$ cat src/rtl/pc_sequencer.sv
// rtl/pc_sequencer.sv - multi-cycle fetch/decode/execute/memory/writeback sequencer for the rv32i core
//
// Ports:
//   clk, rst                 clock, asynchronous active-high reset
//   run                      level enable, sampled in IDLE and at the end of WRITEBACK
//   imem_ready, dmem_ready   memory handshake completions
//   is_load, is_store, rd_we decoded instruction class and rd write intent
//   pc_next_valid            next PC from program_counter is word aligned
//   imem_req, ir_load        instruction fetch request / instruction register latch
//   dmem_req, dmem_we        data request / write enable
//   update_pc, reg_write     commit strobes issued in WRITEBACK
//   trap, trap_cause         sticky trap flag and its cause
//   state                    current state encoding (debug)
//   retired_count            retired instruction count, wraps modulo 2^32
module pc_sequencer #(
    parameter int TIMEOUT    = 255,
    parameter int WAIT_WIDTH = 8
) (
    input  logic        clk,
    input  logic        rst,
    input  logic        run,
    input  logic        imem_ready,
    input  logic        dmem_ready,
    input  logic        is_load,
    input  logic        is_store,
    input  logic        rd_we,
    input  logic        pc_next_valid,
    output logic        imem_req,
    output logic        ir_load,
    output logic        dmem_req,
    output logic        dmem_we,
    output logic        update_pc,
    output logic        reg_write,
    output logic        trap,
    output logic [1:0]  trap_cause,
    output logic [2:0]  state,
    output logic [31:0] retired_count
);

    typedef enum logic [2:0] {
        S_IDLE      = 3'd0,
        S_FETCH     = 3'd1,
        S_DECODE    = 3'd2,
        S_EXECUTE   = 3'd3,
        S_MEMORY    = 3'd4,
        S_WRITEBACK = 3'd5,
        S_TRAP      = 3'd6
    } state_t;

    localparam logic [1:0] CAUSE_NONE      = 2'b00;
    localparam logic [1:0] CAUSE_MISALIGN  = 2'b01;
    localparam logic [1:0] CAUSE_IMEM_TO   = 2'b10;
    localparam logic [1:0] CAUSE_DMEM_TO   = 2'b11;

    // Last tolerated count value; a not-ready cycle seen at this count is the
    // TIMEOUT-th consecutive one.
    localparam logic [WAIT_WIDTH-1:0] WAIT_LAST = WAIT_WIDTH'(TIMEOUT - 1);

    state_t                 cur_state;
    state_t                 nxt_state;
    logic [1:0]             cause_q;
    logic [1:0]             cause_d;
    logic [WAIT_WIDTH-1:0]  wait_cnt;
    logic                   timeout_hit;
    logic                   retire;
    logic                   waiting;

    assign timeout_hit = (TIMEOUT != 0) && (wait_cnt == WAIT_LAST);

    // A cycle spent stalled on the memory this state is talking to.
    assign waiting = ((cur_state == S_FETCH)  && !imem_ready) ||
                     ((cur_state == S_MEMORY) && !dmem_ready);

    always_comb begin
        nxt_state = cur_state;
        cause_d   = cause_q;
        imem_req  = 1'b0;
        ir_load   = 1'b0;
        dmem_req  = 1'b0;
        dmem_we   = 1'b0;
        update_pc = 1'b0;
        reg_write = 1'b0;
        retire    = 1'b0;
        case (cur_state)
            S_IDLE: begin
                if (run) nxt_state = S_FETCH;
            end
            S_FETCH: begin
                imem_req = 1'b1;
                // Ready wins over a timeout landing in the same cycle.
                if (imem_ready) begin
                    ir_load   = 1'b1;
                    nxt_state = S_DECODE;
                end else if (timeout_hit) begin
                    nxt_state = S_TRAP;
                    cause_d   = CAUSE_IMEM_TO;
                end
            end
            S_DECODE: begin
                nxt_state = S_EXECUTE;
            end
            S_EXECUTE: begin
                nxt_state = (is_load || is_store) ? S_MEMORY : S_WRITEBACK;
            end
            S_MEMORY: begin
                dmem_req = 1'b1;
                dmem_we  = is_store;
                if (dmem_ready) begin
                    nxt_state = S_WRITEBACK;
                end else if (timeout_hit) begin
                    nxt_state = S_TRAP;
                    cause_d   = CAUSE_DMEM_TO;
                end
            end
            S_WRITEBACK: begin
                if (pc_next_valid) begin
                    update_pc = 1'b1;
                    reg_write = rd_we;
                    retire    = 1'b1;
                    nxt_state = run ? S_FETCH : S_IDLE;
                end else begin
                    nxt_state = S_TRAP;
                    cause_d   = CAUSE_MISALIGN;
                end
            end
            S_TRAP: begin
                nxt_state = S_TRAP;
            end
            default: begin
                // Corrupted state register: park in TRAP with no specific cause.
                nxt_state = S_TRAP;
                cause_d   = CAUSE_NONE;
            end
        endcase
    end

    always_ff @(posedge clk or posedge rst) begin
        if (rst) begin
            cur_state     <= S_IDLE;
            cause_q       <= CAUSE_NONE;
            wait_cnt      <= '0;
            retired_count <= 32'd0;
        end else begin
            cur_state <= nxt_state;
            cause_q   <= cause_d;
            if (retire) retired_count <= retired_count + 32'd1;
            // Any state change counts as entry, so FETCH and MEMORY always
            // start their wait window from zero.
            if (nxt_state != cur_state) begin
                wait_cnt <= '0;
            end else if (waiting) begin
                wait_cnt <= wait_cnt + 1'b1;
            end
        end
    end

    assign state      = cur_state;
    assign trap       = (cur_state == S_TRAP);
    assign trap_cause = cause_q;

endmodule

$ cat config.mk
export PLATFORM = sky130hd
export DESIGN_NAME = pc_sequencer
export DESIGN_NICKNAME = d
export VERILOG_FILES = /design/src/rtl/pc_sequencer.sv
export SDC_FILE = /design/constraint.sdc
export NUM_CORES = 1
export LEC_CHECK = 0
export ABC_AREA = 1
export CAP_MARGIN = 25
export CORE_MARGIN = 2
export CORE_UTILIZATION = 47
export CTS_CLUSTER_SIZE = 24
export DETAILED_ROUTE_END_ITERATION = 12
export PLACE_DENSITY = 0.76
export SYNTH_ARGS = -nofsm -noshare
export SYNTH_HDL_FRONTEND = slang
export SYNTH_SLANG_ARGS = --single-unit
$ cat constraint.sdc
create_clock -name clk -period 1.5 [get_ports clk]
set_clock_uncertainty 0.05 [all_clocks]
set_input_delay 0.15 -clock clk [delete_from_list [all_inputs] [get_ports clk]]
set_output_delay 0.15 -clock clk [all_outputs]
set_load 0.02 [all_outputs]
==> summary.txt, run 1 <==
Place
  • Port bufs: between 50 and 60
  • Hpwl dp: 6.09 mm
  • Post-Place Cell Area: 3940 sq um
  • Placer Congestion: 0.915

GRT
  • First-pass GRT wire length: between 10 and 15 mm
  • Largest net degree at the start of global routing: 21
  • Total track usage: 28.9%
  • Vias in the first global route: 3086
  • Antenna violations before repair: 0
  • Gr ovfl total: 0

Drt
  • DR WL/cell: 20.4 microns
  • # DRC: 0
  • Pre-antenna DRT Iters: 7
  • Via density: 5.98
  • DR iter-0 viols: 536
  • Wl on met1: 4.71 mm
  • Met3 routed WL: 1.43 mm
  • Top routing layer in use: met4
  • Via count: roughly 3900
  • Met2 Wirelength: 6.06 mm
  • Post-route ant nets: 0
  • Total wire length: 13.2 mm

Floorplanning
  • Top Ports: 53
  • Core Area: 5820 sq um
  • Die X-Extent: 81.0 microns
  • Core Rows: 28
  • Die Ht: between 80 and 90 microns
  • Starting density of the core: a little under half
  • Die area: 6560 sq um

Min path
  • Hold WC Path Type: in -> async

STA
  • Max Slew Vio Count: 0
  • Tcrit/Tclk final: 123%
  • Final Hold Viols: 0
  • Final Setup Violations: 51
  • Worst-Margin Slew: 0.464 ns
  • Rel. slew slack: 68.9%
  • Setup WS post-layout: -0.345 ns
  • Tmin final: 1.85 ns
  • Fmax: 542 MHz
  • Hold WS: between 0.02 and 0.025 ns
  • RSZ-0062 raised after global routing: yes

Logic synthesis
  • Synth warn: 0
  • Primary FF master, synth: dfrtp_1
  • Register bit total from synthesis: 45
  • FFs w/ async S/R, synth: 100%
  • Synth cell count leaders: 147 x nand2_1, 65 x nor2_1, 45 x dfrtp_1, 42 x inv_1, 23 x nand3_1
  • Post-synth cell types: 28
  • Syn Nets: roughly 420
  • Synth top area share: roughly two fifths
  • Synth top area cells: dfrtp_1 40%, nand2_1 20%, nor2_1 8.8%
  • Number of flops mapped to enable cells by yosys: 0
  • Netlist Area Pre-Place: ~2800 sq um
  • Sequential share of the synthesized area: 40.4%
  • Area leader, netlist: dfrtp_1
  • Most frequent cell after synthesis: nand2_1
  • Mapped Cells: ~400
  • Syn Area/Cell: 6.88 sq um

CTS
  • Reg clk slew, reported paths: 0.11 ns
  • TritonCTS clock tree: built
  • Clock root buffer: clkbuf_8
  • Clk_lat worst skew: roughly 0.32 ns
  • CTS H-tree depth: 2
  • CTS sink count: 45
  • TritonCTS Buffers: 5
  • CTS hold repair buffers: 0
  • Clock buffer depth: 2

Critical path
  • Critical Path AT: 2.05 ns
  • CP Launch Type: flop
  • Setup slack, reg-to-reg: -0.35 ns
  • Crit path cell chain: inv_4 -> nand4_4 -> nor3_4 -> nand2_2 -> nor3_4 -> nand3_1 -> nand2_1
  • Crit. End Element: flop
  • Worst-path fanout max: 4
  • Critical R2R Capture: retired_count[24]
  • CP max stage delay: 0.49 ns
  • Worst path required time: approximately 1.7 ns
  • R2r worst-path depth: 7
  • Crit path buf inv count: 1
  • Reg2reg start: state[1]
  • Slowest CP cell: dfrtp_2
  • CP delay by family, top: simple AND/OR/NAND/NOR gates
  • Crit-path most repeated cell: nor3_4
  • WS Path Type: reg -> reg

Power
  • Leakage power: 0.00244 uW
  • Maximum vdd ir drop: 0.000919 V
  • PwrDens: about 1100 nW/um^2

Layout
  • Finished layout cell area: 4990 sq um
  • Final core utilization: 85.9%
  • Diode count: 0
  • # nets final: between 500 and 600
  • Share of post-route cells with drive strength above 1: 47.7%
  • Layout area overhead: 79.2%

Outcome
  • Run status: complete, but fails checks
  • Failing checks: setup timing

Flow run
  • Maxcap violations: 0
==> power breakdown <==
part | leakage [uW] | total, uW | internal [uW] | switching, uW
registers | 0.000576 | 1610 | 1380 | 225
clock network | 0.0000585 | 1020 | 545 | 475
logic | 0.00181 | 2990 | 1340 | 1640
total | 0.00244 | 5620 | 3270 | 2340
==> state kept, by name, indices dropped and copies added, names as in the netlist <==
signal,count
retired_count,32
state,3
trap_cause,2
wait_cnt,8
==> layout make-up <==
class	instances	area, sq um
fillers	280	821
well taps	75	93.8
inverters	47	183
multi-input cells	309	2030
clock inverters	1	30.0
clock buffers	7	86.3
repair buffers	161	1430
flip-flops and latches	45	1140
==> what timing repair did <==
item / CTS / global route
pin swaps: 21 / 57
setup buffers: 20 / 20
setup endpoints to repair: 73 / 54
gates cloned: 0 / 3
gates resized for setup: 120 / 141
==> kinds of logic after synthesis <==
| group | count (synthesis) | synth area share, % |
|---|---|---|
| buffers and inverters | 51 | 7.09 |
| adder cells (fa/ha/maj) | 3 | 1.35 |
| XOR/XNOR | 23 | 7.23 |
| flip-flops | 45 | 40.4 |
| AND/OR/NAND/NOR | 269 | 41.4 |
| AO/OA/AOI/OAI | 14 | 2.51 |
==> cell usage in the layout, fill, tap and decap left out, types with 3 or more instances in the layout <==
master | Yosys | routed
nor3_4 | 1 | 5
clkdlybuf4s50_1 | 0 | 8
buf_4 | 1 | 92
clkbuf_2 | 0 | 3
nor2_4 | 1 | 24
dfrtp_1 | 45 | 33
nor2_2 | 2 | 21
nand4_1 | 6 | 6
nor2_1 | 65 | 23
clkbuf_8 | 0 | 6
buf_6 | 0 | 16
nand3_1 | 23 | 15
nand3_2 | 1 | 7
inv_1 | 42 | 33
dfrtp_2 | 0 | 12
buf_12 | 0 | 5
nand2_1 | 147 | 108
nand2_2 | 2 | 34
nand3b_1 | 4 | 4
dlymetal6s2s_1 | 0 | 3
dlygate4sd2_1 | 0 | 27
inv_2 | 4 | 11
nand2_4 | 0 | 6
xor2_1 | 16 | 15
nor3_1 | 12 | 3
o21ai_1 | 2 | 6
nor3_2 | 2 | 7
xnor2_1 | 7 | 5
==> worst register-to-register path: cells and delay by family (launching register included) <==
kind          cells  cell delay [ns]
buf+inv           1             0.13
simple gates      6             1.10
flops             1             0.49
==> metal layers <==
metal  vias up  track usage (%)
met5         -                0
met3       123             4.78
li1       1579                -
met1      1816             38.4
met4         0             8.98
met2       340             48.4
==> metrics by stage <==
step                power (uW)  TNS (ns)  std cells  setup slack (ns)
finish                    5620     -7.89        645            -0.345
global route              5810    -10.98        645            -0.411
CTS                       4840     -1.65        622            -0.124
detailed placement        3510     -7.86        594            -0.351
global placement          3470     -6.30        594            -0.294
floorplan                 2550    -0.211        405           -0.0524
==> worst max path at each step <==
| stage | start | to | depth (start not counted) |
|---|---|---|---|
| final | state[1] | retired_count[24] | 7 |
| after global routing | state[1] | retired_count[24] | 7 |
| after CTS | state[1] | retired_count[26] | 8 |
| after detailed placement | pc_next_valid | wait_cnt[6] | 10 |
| after global placement | pc_next_valid | update_pc | 4 |
| after floorplan | state[1] | wait_cnt[6] | 9 |
Note: power is estimated with default switching activity, not from simulation.
==> run 2: changes to the inputs <==
CAP_MARGIN = 20   (was 25)
CORE_MARGIN = 3   (was 2)
==> summary.txt, run 2 (synthesized netlist as in run 1, its figures left out) <==
STA
  • Max Slew Vio Count: 0 (unchanged)
  • Rel. slew slack: 72.7% (was 68.9%)
  • Setup WS post-layout: -0.318 ns (was -0.345 ns)
  • Tcrit/Tclk final: 121% (was 123%)
  • RSZ-0062 raised after global routing: yes (unchanged)
  • Tmin final: 1.82 ns (was 1.85 ns)
  • Final Hold Viols: 0 (unchanged)
  • Worst-Margin Slew: 0.406 ns (was 0.464 ns)
  • Setup TNS: -6.67 ns (was -7.89 ns)
  • Final Setup Violations: 47 (was 51)
  • Fmax: 550 MHz (was 542 MHz)

Drt
  • Via count: 3672 (was 3858)
  • # DRC: 0 (unchanged)
  • Via density: 5.87 (was 5.98)
  • Pre-antenna DRT Iters: 7 (unchanged)
  • Post-route ant nets: 0 (unchanged)
  • DR WL/cell: 19.5 microns (was 20.4 microns)
  • DR iter-0 viols: 417 (was 536)
  • Total wire length: 12.2 mm (was 13.2 mm)

Min path
  • Hold WC Path Type: in -> async (unchanged)

Critical path
  • Crit. End Element: flop (unchanged)
  • Reg2reg start: state[1] (unchanged)
  • Critical Path AT: 1.96 ns (was 2.05 ns)
  • WS Path Type: reg -> reg (unchanged)
  • Worst path required time: 1.65 ns (was 1.70 ns)
  • Worst-path fanout max: 5 (was 4)
  • Setup slack, reg-to-reg: -0.32 ns (was -0.35 ns)
  • R2r worst-path depth: 7 (unchanged)
  • CP Launch Type: flop (unchanged)
  • Critical R2R Capture: retired_count[6] (was retired_count[24])

Layout
  • Commonest non-fill, non-tap cell in the layout: nand2_1 (unchanged)
  • Share of post-route cells with drive strength above 1: 44.0% (was 47.7%)
  • Diode count: 0 (unchanged)
  • # nets final: 565 (was 581)
  • Max reg flops: 32 (unchanged)
  • Most frequent cells in the layout: 116 x nand2_1, 81 x buf_4, 34 x inv_1 (was 108 x nand2_1, 92 x buf_4, 34 x nand2_2)
  • Layout area overhead: 69.5% (was 79.2%)
  • Top reg by flops: retired_count (unchanged)

Power
  • PwrDens: 1080 nW/um^2 (was 1120 nW/um^2)
  • Maximum vdd ir drop: 0.000745 V (was 0.000919 V)
  • Leakage power: 0.00233 uW (was 0.00244 uW)

CTS
  • Clock buffer depth: 2 (unchanged)
  • TritonCTS Buffers: 5 (unchanged)
  • Clock root buffer: clkbuf_8 (unchanged)
  • Clk_lat worst skew: 0.32 ns (about the same)
  • Reg clk slew, reported paths: 0.10 ns (was 0.11 ns)
  • CTS hold repair buffers: 0 (unchanged)
  • CTS H-tree depth: 2 (unchanged)
  • CTS sink count: 45 (unchanged)
  • TritonCTS clock tree: built (unchanged)

GRT
  • Gr ovfl total: 0 (unchanged)
  • Total track usage: 26.3% (was 28.9%)
  • Largest net degree at the start of global routing: 46 (was 21)
  • Vias in the first global route: 3241 (was 3086)
  • Antenna violations before repair: 0 (unchanged)
  • First-pass GRT wire length: 15.0 mm (was 14.5 mm)

Flow run
  • Maxcap violations: 0 (unchanged)

Floorplanning
  • Core Area: 5610 sq um (was 5820 sq um)
  • Die Ht: 83.0 microns (was 81.0 microns)
  • Die X-Extent: 83.0 microns (was 81.0 microns)
  • Core Rows: 27 (was 28)
  • Starting density of the core: 49.7% (was 47.9%)
  • Die area: 6890 sq um (was 6560 sq um)
  • Top Ports: 53 (unchanged)

Place
  • Hpwl dp: 5.96 mm (was 6.09 mm)
  • Port bufs: 52 (unchanged)
  • Placer Congestion: 0.910 (was 0.915)
  • Pre-CTS WS: -0.346 ns (was -0.351 ns)

Outcome
  • Failing checks: setup timing (unchanged)
  • Run status: complete, but fails checks (unchanged)
run 2: layout make-up:
class / count / area, sq um
clock buffers: 7 / 96.3
repair buffers: 145 / 1230
well taps: 72 / 90.1
clock inverters: 1 / 5.00
flip-flops and latches: 45 / 1140
fillers: 302 / 882
multi-input cells: 309 / 1980
inverters: 47 / 188
run 2: per-layer routing:
metal	vias up	track usage (%)	share of wire, %	wire length (microns)
met2	344	44.5	47	5730
met1	1670	34.1	35	4290
met3	112	4.17	10	1220
met5	-	0	0	0
li1	1546	-	-	-
met4	0	9.06	7.9	966
run 2: how the worst max path moves through the flow:
stage,start,to,slack (ns),cells after the start
floorplan,state[1],wait_cnt[6],-0.05,9
detailed placement,pc_next_valid,wait_cnt[6],-0.35,10
CTS,state[1],update_pc,-0.10,5
global placement,pc_next_valid,update_pc,-0.31,4
global route,state[1],wait_cnt[7],-0.34,11
finish,state[1],retired_count[6],-0.32,7
run 2: report_power, final:
group,switching [uW],internal [uW]
combinational,1520,1100
clock,468,418
sequential,227,1380
total,2220,2900
run 2: stage by stage:
step           instances  hold WS (ns)  total power [uW]  util [%]  cell area, sq um
2_1_floorplan        405         0.272              2550         -              2830
3_3_place_gp         584         0.418              3400      69.0              3870
3_5_place_dp         584         0.427              3440      69.0              3870
4_1_cts              608         0.154              4550      75.8              4250
5_1_grt              626         0.167              5330      84.3              4730
6_report             626         0.130              5120      84.3              4730
run 2: timing repair:
action                                  CTS  global route
pin swaps                                19            49
endpoints found under the hold margin     0             0
setup buffers                            17            20
endpoints found under the setup margin   74            51
resized for setup                       129           118
run 2: critical path: stages (launching register included):
cell and delay [ns]:
dfrtp_2 0.49, clkinv_4 0.11, nand4_4 0.15, nor3_4 0.26
nand3_2 0.18, buf_4 0.19, buf_6 0.11, xor2_1 0.15
==> run 3: changes to the inputs <==
CTS_CLUSTER_SIZE = default   (was 24)
PLACE_DENSITY = default   (was 0.76)
PLACE_DENSITY_LB_ADDON = 0.12   (was default)
clock period = 1.6 ns   (was 1.5 ns; I/O delays follow)
==> summary.txt, run 3 (synthesized netlist as in run 1, its figures left out) <==
Floorplanning
  • Die area: 6890 sq um (unchanged)
  • Top Ports: 53 (unchanged)
  • Die X-Extent: 83.0 microns (unchanged)
  • Starting density of the core: 49.7% (unchanged)
  • Die Ht: 83.0 microns (unchanged)
  • Core Rows: 27 (unchanged)
  • Core Area: 5610 sq um (unchanged)

Layout
  • Fillers: 429 (was 302)
  • Max reg flops: 32 (unchanged)
  • Layout area overhead: 53.2% (was 69.5%)
  • Diode count: 0 (unchanged)
  • Commonest non-fill, non-tap cell in the layout: nand2_1 (unchanged)
  • Finished layout cell area: 4270 sq um (was 4730 sq um)
  • Register area: 1130 sq um (was 1140 sq um)
  • Most frequent cells in the layout: 134 x nand2_1, 54 x buf_4, 40 x nor2_1, 40 x dfrtp_1, 38 x inv_1 (was 116 x nand2_1, 81 x buf_4, 34 x inv_1)
  • Area occupied by multi-input gates: 1750 sq um (was 1980 sq um)
  • # nets final: 534 (was 565)
  • Final instance count without filler cells: 595 (was 626)
  • Share of post-route cells with drive strength above 1: 30.0% (was 44.0%)
  • Top reg by flops: retired_count (unchanged)

Min path
  • Hold WC Path Type: in -> async (unchanged)

STA
  • Final Hold Viols: 0 (unchanged)
  • Setup WS post-layout: -0.155 ns (was -0.318 ns)
  • Fmax: 570 MHz (was 550 MHz)
  • Tmin final: 1.75 ns (was 1.82 ns)
  • Max Slew Vio Count: 0 (unchanged)
  • Setup TNS: -1.42 ns (was -6.67 ns)
  • Worst-Margin Slew: 0.324 ns (was 0.406 ns)
  • Tcrit/Tclk final: 110% (was 121%)
  • Final Setup Violations: 21 (was 47)
  • Rel. slew slack: 78.2% (was 72.7%)
  • RSZ-0062 raised after global routing: yes (unchanged)

Drt
  • Pre-antenna DRT Iters: 4 (was 7)
  • DR WL/cell: 14.4 microns (was 19.5 microns)
  • Top routing layer in use: met4 (unchanged)
  • # DRC: 0 (unchanged)
  • Met2 Wirelength: 4.26 mm (was 5.73 mm)
  • Via count: 3060 (was 3672)
  • Total wire length: 8.59 mm (was 12.2 mm)
  • DR iter-0 viols: 218 (was 417)
  • Wl on met1: 3.64 mm (was 4.29 mm)
  • Via density: 5.14 (was 5.87)
  • Met3 routed WL: 547 microns (was 1.22 mm)
  • Post-route ant nets: 0 (unchanged)

CTS
  • CTS sink count: 45 (unchanged)
  • CTS hold repair buffers: 0 (unchanged)
  • Clock buffer depth: 2 (unchanged)
  • Clk_lat worst skew: 0.30 ns (was 0.32 ns)
  • TritonCTS clock tree: built (unchanged)
  • TritonCTS Buffers: 5 (unchanged)
  • CTS H-tree depth: 2 (unchanged)
  • Reg clk slew, reported paths: 0.09 ns (was 0.10 ns)
  • Clock root buffer: clkbuf_8 (unchanged)

Critical path
  • R2r worst-path depth: 8 (was 7)
  • Crit path cell chain: inv_4 -> nand4_4 -> nor3_4 -> nand3_2 -> nor2_4 -> nand2_1 -> nand2_1 -> nand2_1 (was clkinv_4 -> nand4_4 -> nor3_4 -> nand3_2 -> buf_4 -> buf_6 -> xor2_1)
  • Critical R2R Capture: retired_count[18] (was retired_count[6])
  • CP max stage delay: 0.48 ns (was 0.49 ns)
  • Worst path required time: 1.75 ns (was 1.65 ns)
  • Setup slack, reg-to-reg: -0.15 ns (was -0.32 ns)
  • Crit. End Element: flop (unchanged)
  • Slowest CP cell: dfrtp_2 (unchanged)
  • CP delay by family, top: simple AND/OR/NAND/NOR gates (unchanged)
  • Crit path buf inv count: 1 (was 3)
  • CP Launch Type: flop (unchanged)
  • WS Path Type: reg -> reg (unchanged)
  • Critical Path AT: 1.90 ns (was 1.96 ns)
  • Reg2reg start: state[1] (unchanged)
  • Crit-path most repeated cell: nand2_1
  • Worst-path fanout max: 5 (unchanged)

Power
  • PwrDens: 1040 nW/um^2 (was 1080 nW/um^2)
  • Maximum vdd ir drop: 0.000717 V (was 0.000745 V)
  • Leakage power: 0.00216 uW (was 0.00233 uW)

Place
  • Hpwl dp: 5.50 mm (was 5.96 mm)
  • Placer Congestion: 0.904 (was 0.910)
  • Post-Place Cell Area: 3680 sq um (was 3870 sq um)
  • Port bufs: 52 (unchanged)
  • Pre-CTS WS: -0.266 ns (was -0.346 ns)
  • Placed cells: 563 (was 584)

GRT
  • First-pass GRT wire length: 13.1 mm (was 15.0 mm)
  • Total track usage: 23.0% (was 26.3%)
  • Largest net degree at the start of global routing: 46 (unchanged)
  • Vias in the first global route: 2825 (was 3241)
  • Gr ovfl total: 0 (unchanged)
  • Antenna violations before repair: 0 (unchanged)

Outcome
  • Run status: complete, but fails checks (unchanged)
  • Failing checks: setup timing (unchanged)

Flow run
  • Maxcap violations: 0 (unchanged)
run 3: cell types whose count changed in the layout (fill, tap and decap cells not counted), sizes merged:
cell	change
buf	-36
dlygate4sd2	-13
clkdlybuf4s50	+11
dlymetal6s2s	+11
clkbuf	-5
inv	+2
clkdlybuf4s15	-1
run 3: worst max path at each step:
stage	startpoint	endpoint	slack, ns	cells past startpoint
finish	state[1]	retired_count[18]	-0.15	8
detailed placement	pc_next_valid	wait_cnt[0]	-0.27	10
CTS	wait_cnt[0]	wait_cnt[6]	-0.008	11
floorplan	state[1]	wait_cnt[6]	0.01	9
global route	state[1]	retired_count[18]	-0.23	8
global placement	pc_next_valid	update_pc	-0.21	4
run 3: layout make-up:
cell class	instances	share of cell area [%]
tap	72	2.11
clock buffer	5	1.61
clock inverter	3	0.410
multi-input combinational	309	40.9
inverter	47	4.25
sequential	45	26.5
timing repair buffer	114	24.2
run 3: what timing repair did:
item	CTS	global route
pin swaps	15	19
setup buffers	13	12
resized for setup	65	82
setup endpoints to repair	31	58
run 3: worst min-delay path, delay by kind of cell:
kind     cells  cell delay, ns
buf+inv      3            0.73
run 3: per-stage QoR:
step           hold WS (ns)  util, %  power [uW]
3_3_place_gp          0.415     65.7        3120
5_1_grt               0.195     76.2        4690
4_1_cts               0.174     70.1        4090
6_report              0.156     76.2        4420
2_1_floorplan         0.282        -        2350
3_5_place_dp          0.423     65.7        3150
run 3: power breakdown:
group	leakage (uW)	internal [uW]	switching [uW]
combinational	0.00153	1000	1230
clock	0.0000439	302	408
sequential	0.000586	1290	187
total	0.00216	2590	1830
run 3: per-layer routing:
| metal | vias to the layer above | GRT usage, % |
|---|---|---|
| met2 | 117 | 36.7 |
| met1 | 1436 | 32.1 |
| met5 | - | 0 |
| met3 | 14 | 4.76 |
| met4 | 0 | 5.20 |
| li1 | 1493 | - |
